### config.mk
export PLATFORM = sky130hd
export DESIGN_NAME = vga_dither_packer
export DESIGN_NICKNAME = d
export VERILOG_FILES = /design/src/rtl/vga_pkg.sv /design/src/rtl/vga_chan_reduce.sv /design/src/rtl/vga_dither_packer.sv
export SDC_FILE = /design/constraint.sdc
export NUM_CORES = 1
export LEC_CHECK = 0
export CORE_MARGIN = 3
export CORE_UTILIZATION = 45
export DETAILED_ROUTE_END_ITERATION = 7
export PLACE_DENSITY = 0.83
export RECOVER_POWER = 50
export SLEW_MARGIN = 30
export SYNTH_ARGS = -nofsm -noshare
export SYNTH_HDL_FRONTEND = slang
export SYNTH_SLANG_ARGS = --single-unit
### constraint.sdc
create_clock -name clock -period 2.5 [get_ports clock]
set_clock_uncertainty 0.2 [all_clocks]
set_input_delay 0.5 -clock clock [delete_from_list [all_inputs] [get_ports clock]]
set_output_delay 0.5 -clock clock [all_outputs]
set_load 0.03 [all_outputs]
### src/rtl/vga_pkg.sv
// Shared types and constants for the VGA output stage: reduction modes,
// the 4x4 ordered-dither matrix and TinyTapeout pin positions.
package vga_pkg;

  typedef enum logic [1:0] {
    MODE_TRUNC    = 2'd0,
    MODE_ORDERED  = 2'd1,
    MODE_TEMPORAL = 2'd2,
    MODE_BARS     = 2'd3
  } mode_e;

  // Row-major, entry [y*4 + x].
  localparam logic [3:0] BAYER [16] = '{
    4'd0,  4'd8,  4'd2,  4'd10,
    4'd12, 4'd4,  4'd14, 4'd6,
    4'd3,  4'd11, 4'd1,  4'd9,
    4'd15, 4'd7,  4'd13, 4'd5
  };

  localparam int TT_R1 = 0;
  localparam int TT_G1 = 1;
  localparam int TT_B1 = 2;
  localparam int TT_VS = 3;
  localparam int TT_R0 = 4;
  localparam int TT_G0 = 5;
  localparam int TT_B0 = 6;
  localparam int TT_HS = 7;

  function automatic logic [3:0] bayer_at(input logic [1:0] x, input logic [1:0] y);
    return BAYER[{y, x}];
  endfunction

endpackage

### src/rtl/vga_chan_reduce.sv
// One colour channel: optional threshold add with saturation, then keep
// the top OUT_W bits.
module vga_chan_reduce
  import vga_pkg::*;
#(
  parameter int IN_W  = 8,
  parameter int OUT_W = 2
) (
  input  logic [IN_W-1:0]  c_i,
  input  logic [3:0]       t_i,
  input  mode_e            mode_i,
  output logic [OUT_W-1:0] c_o
);

  localparam int SH = IN_W - OUT_W - 4;

  logic [IN_W:0]   add;
  logic [IN_W:0]   sum;
  logic [IN_W-1:0] sat;
  logic            dith;

  always_comb begin
    // Max offset stays below one output LSB, so zero never rounds up.
    add  = {{(IN_W-3){1'b0}}, t_i} << SH;
    sum  = {1'b0, c_i} + add;
    sat  = sum[IN_W] ? {IN_W{1'b1}} : sum[IN_W-1:0];
    dith = (mode_i == MODE_ORDERED) || (mode_i == MODE_TEMPORAL);
    c_o  = dith ? sat[IN_W-1 -: OUT_W] : c_i[IN_W-1 -: OUT_W];
  end

endmodule

### src/rtl/vga_dither_packer.sv
// VGA output stage: 2-cycle pipeline reducing IN_W-bit RGB to OUT_W bits by
// truncation / ordered / temporal dither or colour bars, with aligned sync.
module vga_dither_packer
  import vga_pkg::*;
#(
  parameter int   IN_W         = 8,
  parameter int   OUT_W        = 2,
  parameter int   COORD_W      = 10,
  parameter logic HSYNC_ACTIVE = 1'b0,
  parameter logic VSYNC_ACTIVE = 1'b0,
  parameter int   BAR_SHIFT    = 7
) (
  input  logic               clock,
  input  logic               reset,
  input  logic [1:0]         mode_in,
  input  logic               hsync_in,
  input  logic               vsync_in,
  input  logic               visible_in,
  input  logic [COORD_W-1:0] x_in,
  input  logic [COORD_W-1:0] y_in,
  input  logic [IN_W-1:0]    red_in,
  input  logic [IN_W-1:0]    green_in,
  input  logic [IN_W-1:0]    blue_in,
  output logic [OUT_W-1:0]   red_out,
  output logic [OUT_W-1:0]   green_out,
  output logic [OUT_W-1:0]   blue_out,
  output logic               hsync_out,
  output logic               vsync_out,
  output logic               visible_out,
  output logic [7:0]         tt_out,
  output logic [1:0]         mode_active,
  output logic [1:0]         frame_count
);

  if (IN_W - OUT_W < 4) begin : g_bad_width
    $error("vga_dither_packer: IN_W - OUT_W must be at least 4");
  end

  localparam int NCH = 3;

  // Frame-level state
  logic  vs_prev_q;
  mode_e mode_q;
  logic [1:0] fcnt_q;
  logic  frame_evt;

  // Stage 1
  logic [NCH-1:0][IN_W-1:0] rgb_in;
  logic [NCH-1:0][IN_W-1:0] c_d, c_q;
  logic [3:0]               t_d, t_q;
  mode_e                    mode_s1_q;
  logic [1:0]               tx, ty;
  logic [COORD_W-1:0]       bar_x;

  // Stage 2
  logic [NCH-1:0][OUT_W-1:0] red_c;
  logic [NCH-1:0][OUT_W-1:0] col_d, col_q;

  // Timing delay lines, [1] is the output stage
  logic [1:0] hs_q, vs_q, vis_q;

  assign rgb_in    = {blue_in, green_in, red_in};
  assign frame_evt = (vsync_in == VSYNC_ACTIVE) && (vs_prev_q != VSYNC_ACTIVE);

  always_ff @(posedge clock or posedge reset) begin
    if (reset) begin
      vs_prev_q <= ~VSYNC_ACTIVE;
      mode_q    <= MODE_TRUNC;
      fcnt_q    <= '0;
    end else begin
      vs_prev_q <= vsync_in;
      // Mode only switches on the frame edge so a frame is never mixed.
      if (frame_evt) begin
        mode_q <= mode_e'(mode_in);
        fcnt_q <= fcnt_q + 2'd1;
      end
    end
  end

  always_comb begin
    tx = x_in[1:0];
    ty = y_in[1:0];
    if (mode_q == MODE_TEMPORAL) begin
      tx = tx + fcnt_q;
      ty = ty + fcnt_q;
    end
    t_d   = bayer_at(tx, ty);
    bar_x = x_in >> BAR_SHIFT;
    for (int i = 0; i < NCH; i++) begin
      c_d[i] = (mode_q == MODE_BARS) ? {IN_W{bar_x[i]}} : rgb_in[i];
    end
  end

  always_ff @(posedge clock or posedge reset) begin
    if (reset) begin
      c_q       <= '0;
      t_q       <= '0;
      mode_s1_q <= MODE_TRUNC;
    end else begin
      c_q       <= c_d;
      t_q       <= t_d;
      mode_s1_q <= mode_q;
    end
  end

  for (genvar i = 0; i < NCH; i++) begin : g_ch
    vga_chan_reduce #(
      .IN_W  (IN_W),
      .OUT_W (OUT_W)
    ) u_red (
      .c_i    (c_q[i]),
      .t_i    (t_q),
      .mode_i (mode_s1_q),
      .c_o    (red_c[i])
    );
  end

  always_comb begin
    for (int i = 0; i < NCH; i++) begin
      col_d[i] = vis_q[0] ? red_c[i] : '0;
    end
  end

  always_ff @(posedge clock or posedge reset) begin
    if (reset) begin
      col_q <= '0;
      hs_q  <= {2{~HSYNC_ACTIVE}};
      vs_q  <= {2{~VSYNC_ACTIVE}};
      vis_q <= '0;
    end else begin
      col_q <= col_d;
      hs_q  <= {hs_q[0], hsync_in};
      vs_q  <= {vs_q[0], vsync_in};
      vis_q <= {vis_q[0], visible_in};
    end
  end

  assign red_out     = col_q[0];
  assign green_out   = col_q[1];
  assign blue_out    = col_q[2];
  assign hsync_out   = hs_q[1];
  assign vsync_out   = vs_q[1];
  assign visible_out = vis_q[1];
  assign mode_active = mode_q;
  assign frame_count = fcnt_q;

  if (OUT_W == 2) begin : g_tt
    always_comb begin
      tt_out        = '0;
      tt_out[TT_HS] = hs_q[1];
      tt_out[TT_VS] = vs_q[1];
      tt_out[TT_R0] = col_q[0][0];
      tt_out[TT_G0] = col_q[1][0];
      tt_out[TT_B0] = col_q[2][0];
      tt_out[TT_R1] = col_q[0][1];
      tt_out[TT_G1] = col_q[1][1];
      tt_out[TT_B1] = col_q[2][1];
    end
  end else begin : g_no_tt
    assign tt_out = '0;
  end

endmodule

[Word-level counts from Yosys, hierarchy flattened]
Memory sizes are Yosys's and may differ from the RTL's. A register that Yosys moved wholly into a read port is not among the register bits.
Index checks and enable logic that the tools add are counted.
Storage, ports and cells
  register bits: 43
  bits in read-only memories: 64
  input bits: 51
  memories: 1
Cells by class
  add/sub/neg operators: 6
  equal/unequal tests: 4
  mux-type cells: 14
  bitwise gates (word level): 2
  reductions and logical operators: 2
Memory list
  (name not given): words 16, bits a word 4, rd ports 1, clocked after Yosys merged registers in 1, wr ports 0, line vga_pkg.sv:30  | return BAYER[{y, x}];
Operator list (count)
  $mux W8: 6
  $add A8 B6 Y9: 3
  $mux W2: 8
  $eq A2 B2 Y1 const B: 3
  $not A4 Y5: 1
  $add A2 B2 Y2: 2
  $add A2 B1 Y2 const B: 1
  $eq A2 B1 Y1 const B: 1
  $logic_and A1 B1 Y1: 1
  $logic_or A1 B1 Y1: 1
  $not A1 Y1: 1

[Depth between registers and ports, before layout]
Gate-level depths: netlist of the first run.
  depth after elaboration: 4
  gate-level depth with buffers: 5

[Cells and area by module]
Synthesis of the first run repeated with hierarchy kept, for this count alone.
Unflattened totals
  cells, all modules: 151
  area total of the unflattened synthesis: 2026.9 sq um
Modules (own cells, without submodules)
  vga_dither_packer: times used 1, cells an instance 115, area each 1707.9 sq um, seq. area each 1156.1 sq um
  vga_chan_reduce: times used 3, cells an instance 12, area each 106.4 sq um, seq. area each 0.0 sq um

[Worst setup path before layout of the first run]
Ideal clock, no wire load.
  path type: reg2reg
  from: register t_q[3]
  to: register col_q (netlist bit blue_out[0])
  setup time: 0.080 ns
  arrival time: 1.403 ns
  setup slack: 0.817 ns
  stages on the path, launching flop included: 6
  buffers on the path: 0
  period minus slack after synthesis: 1.683 ns
  cells stage by stage: dfrtp_1 -> ha_1 -> or3_1 -> o221a_2 -> and3b_1 -> nor3_2
RTL lines
  start, declared: line vga_dither_packer.sv:50  | logic [3:0] t_d, t_q;
  end signal, assigned: line vga_dither_packer.sv:131  | col_q <= col_d;
  end, declared: line vga_dither_packer.sv:57  | logic [NCH-1:0][OUT_W-1:0] col_d, col_q;

[Worst setup path after layout of the first run]
  from: register mode_q[0] (netlist: mode_active[0])
  to: output port mode_active[0]
RTL lines
  start, declared: line vga_dither_packer.sv:43  | mode_e mode_q;
  start signal, assigned: line vga_dither_packer.sv:74  | mode_q <= mode_e'(mode_in);
  end, declared: line vga_dither_packer.sv:31  | output logic [1:0] mode_active,
No word-level cell between the ends.

==> results of run 1 <==
layout make-up:
| cell class | instances | share of cell area [%] |
|---|---|---|
| Timing Repair Buffer | 53 | 21.93 |
| Inverter | 4 | 0.6266 |
| Sequential cell | 40 | 41.98 |
| Tap cell | 46 | 2.402 |
| Clock buffer | 5 | 2.872 |
| Clock inverter | 3 | 3.760 |
| Multi-Input combinational cell | 82 | 26.42 |
routing by layer:
| layer | global-route usage, % | routed length, um | vias up |
|---|---|---|---|
| met5 | 0 | 0 | - |
| met4 | 6.203 | 64 | 0 |
| met3 | 6.568 | 217 | 7 |
| met2 | 28.76 | 1714 | 43 |
| met1 | 19.04 | 1351 | 560 |
| li1 | - | - | 561 |
placed cells by master, fill, tap and decap left out:
cell type / count
clkdlybuf4s50_1: 48
dfrtp_1: 36
a21o_1: 19
ha_1: 11
nand2_1: 8
xor2_1: 6
a21oi_1: 5
clkbuf_8: 5
inv_1: 4
and3_1: 4
xnor2_1: 4
dfstp_2: 4
dlygate4sd3_1: 4
nand4_1: 3
o21ai_0: 3
mux2_2: 3
bufinv_16: 3
nor2_1: 2
mux2i_1: 2
a31oi_1: 2
nor2b_1: 2
o21a_1: 1
or3_1: 1
o221a_2: 1
and3b_1: 1
nor3_2: 1
a21boi_0: 1
and2_1: 1
o211ai_1: 1
clkbuf_2: 1
worst min-delay path by stage:
stage	startpoint	end	slack, ns
2_1_floorplan	hs_q[0]$_DFF_PP1_	hs_q[1]$_DFF_PP1_	0.15
3_3_place_gp	hs_q[0]$_DFF_PP1_	hs_q[1]$_DFF_PP1_	0.15
3_5_place_dp	hs_q[0]$_DFF_PP1_	hs_q[1]$_DFF_PP1_	0.15
4_1_cts	hs_q[0]$_DFF_PP1_	hs_q[1]$_DFF_PP1_	0.16
5_1_grt	hs_q[0]$_DFF_PP1_	hs_q[1]$_DFF_PP1_	0.17
6_report	hs_q[0]$_DFF_PP1_	hs_q[1]$_DFF_PP1_	0.16
Yosys cell counts, drive strengths merged:
cell,n,share of area [%]
a21boi,1,0.43
a21o,19,8.2
a21oi,5,1.4
a31oi,2,0.72
and2,1,0.36
and3,4,1.4
and3b,1,0.51
buf,8,3.5
clkbuf,4,0.87
dfrtp,36,52
dfstp,4,6.1
ha,11,8.0
inv,4,0.87
mux2,3,2.0
mux2i,2,1.2
nand2,8,1.7
nand4,3,1.1
nor2,2,0.43
nor2b,2,0.72
nor3,1,0.58
o211ai,1,0.43
o21a,1,0.43
o21ai,3,0.87
o221a,1,0.65
or3,1,0.36
xnor2,4,2.0
xor2,6,3.0
power by group:
part	switching, uW	leakage [uW]	internal, uW
combinational	337	0.000607	314
sequential	86.8	0.000474	762
clock	224	0.0000784	499
total	649	0.00116	1580
cell families after synthesis:
kind of cell	after synthesis
buf+inv	16
fa+ha+maj	11
simple gates	23
compound gates	33
flops	40
xor+xnor	10
mux	5
per-stage QoR:
| stage | instance area [um^2] | setup WS [ns] |
|---|---|---|
| finish | 2396 | 0.2899 |
| global route | 2396 | 0.2180 |
| CTS | 2399 | 0.2786 |
| detailed placement | 2240 | 0.5387 |
| global placement | 2240 | 0.5815 |
| floorplan | 1729 | 0.8168 |
==> impl_metrics.tcl, run 1 <==
set metrics [dict create \
    end_kind "output port" \
    max-slew-margin-rel_pct 36.13 \
    muxShareOfSynthArea_pct 3.111 \
    wl_per_cell_um 14.37 \
    synthXorXnorAreaFrac_pct 5.065 \
    overflow 0 \
    cts_sinks 40 \
    crit_path_max_incr_delay_ns 0.73 \
    fin_util_pct 68.05 \
    worstSetupStartpoint "mode_active[0]$_DFFE_PP0P_" \
    synth_nets 200 \
    path_cells "clkdlybuf4s50_1" \
    ctsHoldBuffers 0 \
    vias 1171 \
    die_w_um 67.99 \
    power.total_uw 2224 \
    largest_reg_flops 18 \
    finalWirelength_mm 3.348 \
    dp_hpwl_mm 2.476 \
    r2r_end "green_out[0]$_DFF_PP0_" \
    rsz0062_at_grt "false" \
    htreeDepth 2 \
    syn_area_per_cell_um2 12.53 \
    crit_required_ns 1.80 \
    netlist_instances 138 \
    crit_cells 1 \
    cp_max_fo 8 \
    drc 0 \
    status "completed" \
    setup_viol 0 \
    crit_family "buffers and inverters" \
    p_leak_uw 0.001159 \
    vdd_drop_max_mv 0.5570 \
    cts_root_buf "clkbuf_8" \
    synth-seq-cells 40 \
    grt_pass1_wl_mm 5.609 \
    start_util_pct 49.11 \
    grt_start_max_net_pins 41 \
    r2r_slack_ns 0.61 \
    path_clk_slew_ns 0.08 \
    min_path_type "reg2reg" \
    syn2layout_area_growth_pct 38.57 \
    die_area_um2 4623 \
    synth_compound_area_share_pct 13.24 \
    worst_pin_slew_ns 0.9580 \
    crit_end "mode_active[0]" \
    layout-drive-gt1-share_pct 9.626 \
    synthAdderAreaFrac_pct 7.959 \
    nets 248 \
    cts_tree "built" \
    hold-path-cell-count 0 \
    fp.coreArea_um2 3521 \
    fmax_mhz 452.5 \
    reg2reg_from "t_q[2]$_DFF_PP0_" \
    hold_ws_ns 0.1582 \
    top_register "c_q" \
    post-cts-setup-buffers 0 \
    antenna_cells 0 \
    fin_tns_setup_ns 0 \
    cp_slowest_cell "clkdlybuf4s50_1" \
    antenna_found_initial 0 \
    yosys.area_share.simple_pct 7.236 \
    ioPinCount 72 \
    critPathLaunchType "register" \
    grt.total_usage_pct 16.87 \
    top_regs "c_q (18), t_q (4)" \
    syn_area_um2 1729 \
    clkLatencyLatePin_ns 0.29 \
    synthDistinctLibCells 27 \
    dp_cells 225 \
    final_max_slew_viol_count 0 \
    cts_buffers 5 \
    ff2ff_path_depth 5 \
    ff_latch_area_um2 1006 \
    gp_congestion 0.8184 \
    synth_top_family_by_area "compound AO/OA/AOI/OAI gates" \
    dieHeight_um 67.99 \
    yosysSeqAreaShare_pct 58.18 \
    multi_input_area_um2 633.1 \
    drt_first_pass_iters 4 \
    drtAntennaViolNets 0 \
    grt_pass1_vias 1210 \
    max_cap_viol_count 0 \
    routed_via_density 5.026 \
    fp-row-count 21 \
    finalHoldViolations 0 \
    path_class "reg2out" \
    clockBufferDepth 2 \
    yosysWarnings 0 \
    cp_num_buf_inv 1 \
    period_share_pct 88.40 \
    first_iter_violations 62 \
    ctsResizeCount 0 \
    fillers 271 \
    post-route-min-period_ns 2.210 \
    final_cells 233 \
    cp.arrival_ns 1.51 \
    port_buffers 52 \
    p_per_area_nw_per_um2 928.2 \
]
Note: power is estimated with default switching activity, not from simulation.
==> run 2: changes to the inputs <==
GPL_TIMING_DRIVEN = 0   (was default)
SLEW_MARGIN = 25   (was 30)
==> run 2 against run 1 <==
Net effect:
- count of clock-buffer cells in the layout unchanged
- die area unchanged
- core utilization up 0.75 points
- sequential cell count unchanged
- critical path depth up 1
- register-to-register slack better by 0.10 ns
- design area up 1.1%
- non-clock buffer count up 11
- sequential share of layout area down 0.46 points
- via count up 5.1%
- worst hold slack better by 0.0011 ns
- global-route usage down 0.88 points
- critical path type unchanged
- critical endpoint is now tt_out[3]
==> impl_metrics.tcl, run 2 (synthesis results as in run 1) <==
set metrics [dict create \
    vias 1231 \
    critPathLaunchType "register" \
    nets 259 \
    antenna_found_initial 0 \
    post-cts-setup-buffers 0 \
    grt_pass1_vias 1209 \
    hold-path-cell-count 0 \
    post-route-min-period_ns 2.287 \
    min_from "hs_q[0]$_DFF_PP1_" \
    routed_via_density 5.045 \
    crit_cells 2 \
    ctsHoldBuffers 0 \
    cp_num_buf_inv 2 \
    layout-drive-gt1-share_pct 12.63 \
    finalWirelength_mm 3.285 \
    cp_slowest_cell "clkdlybuf4s50_1" \
    status "completed" \
    p_per_area_nw_per_um2 853.4 \
    largest_reg_flops 18 \
    clockBufferDepth 2 \
    rsz0062_at_grt "false" \
    fp-row-count 21 \
    die_area_um2 4623 \
    grt_start_max_net_pins 41 \
    htreeDepth 2 \
    min_path_type "reg2reg" \
    fmax_mhz 437.3 \
    r2r_end "blue_out[0]$_DFF_PP0_" \
    dieHeight_um 67.99 \
    ctsResizeCount 0 \
    worst_pin_slew_ns 1.443 \
    path_cells "buf_4, clkdlybuf4s50_1" \
    clkLatencyLatePin_ns 0.30 \
    vdd_drop_max_mv 0.8029 \
    syn2layout_area_growth_pct 40.09 \
    layout_common_cells "clkdlybuf4s50_1, dfrtp_1, a21o_1" \
    drt_first_pass_iters 4 \
    max_cap_viol_count 0 \
    top_register "c_q" \
    grt_pass1_wl_mm 5.292 \
    gp_congestion 0.7810 \
    dp_hpwl_mm 2.509 \
    crit_family "buffers and inverters" \
    ff2ff_path_depth 5 \
    period_share_pct 91.47 \
    p_leak_uw 0.001177 \
    finalHoldViolations 0 \
    final_max_slew_viol_count 0 \
    start_util_pct 49.11 \
    layout_commonest_cell "clkdlybuf4s50_1" \
    port_buffers 52 \
    cts_buffers 5 \
    first_iter_violations 28 \
    path_clk_slew_ns 0.08 \
    cp_max_fo 2 \
    r2r_slack_ns 0.71 \
    power.total_uw 2067 \
    drtAntennaViolNets 0 \
    hold_ws_ns 0.1593 \
    cts_sinks 40 \
    antenna_cells 0 \
    crit_required_ns 1.80 \
    top_regs "c_q (18), t_q (4)" \
    drc 0 \
    fp.coreArea_um2 3521 \
    end_kind "output port" \
    grt.total_usage_pct 15.99 \
    ioPinCount 72 \
    cts_root_buf "clkbuf_8" \
    wl_per_cell_um 13.46 \
    min_to "hs_q[1]$_DFF_PP1_" \
    cp.arrival_ns 1.59 \
    max-slew-margin-rel_pct 3.725 \
    reg2reg_from "t_q[3]$_DFF_PP0_" \
    crit_path_max_incr_delay_ns 0.66 \
    cts_tree "built" \
    path_class "reg2out" \
    fin_tns_setup_ns 0 \
    overflow 0 \
    setup_viol 0 \
    die_w_um 67.99 \
]
[run 2: changes by cell type in the layout (fill, tap and decap cells not counted)]
cell             delta
dlygate4sd3_1       +2
bufinv_16           -2
clkbuf_2            -1
clkbuf_1            +4
buf_4               +8
inv_6               +1
clkinvlp_4          +1
clkdlybuf4s50_1     -2
[run 2: stage by stage]
step                      utilization, %  instance area (um^2)  worst slack, ns  cells
after floorplan                        -                  1729           0.8168    138
after global placement             65.53                  2307           0.1779    236
after detailed placement           65.53                  2307           0.5259    236
after CTS                          68.80                  2422           0.2020    244
after global routing               68.80                  2422           0.1669    244
final                              68.80                  2422           0.2133    244
[run 2: per-layer routing]
layer / wire [um] / global-route usage [%]
met1: 1389 / 18.18
met2: 1577 / 26.71
met3: 232 / 4.269
met4: 87 / 9.677
met5: 0 / 0
[run 2: area by class of cell]
cell class | instances | area, um^2
multi-input cells | 82 | 633.1
clock buffers | 5 | 68.82
clock inverters | 3 | 46.29
well taps | 46 | 57.56
fillers | 280 | 1099
plain buffers | 12 | 75.07
repair buffers | 52 | 520.5
flip-flops and latches | 40 | 1006
inverters | 4 | 15.01
[run 2: how the worst max path moves through the flow]
stage | startpoint | endpoint | slack [ns]
2_1_floorplan | t_q[3]$_DFF_PP0_ | blue_out[0]$_DFF_PP0_ | 0.82
3_3_place_gp | reset | c_q[12]$_DFF_PP0_ | 0.18
3_5_place_dp | vs_q[1]$_DFF_PP1_ | tt_out[3] | 0.53
4_1_cts | vs_q[1]$_DFF_PP1_ | tt_out[3] | 0.20
5_1_grt | reset | c_q[12]$_DFF_PP0_ | 0.17
6_report | vs_q[1]$_DFF_PP1_ | tt_out[3] | 0.21
[run 2: where the power goes]
group	switching (uW)	internal, uW
registers	90.1	762
clock network	241	300
logic	338	337
==> run 3: changes to the inputs <==
TNS_END_PERCENT = 10   (was default)
==> results of run 3 <==
Final layout, timing and power as in run 2 (identical DEF).
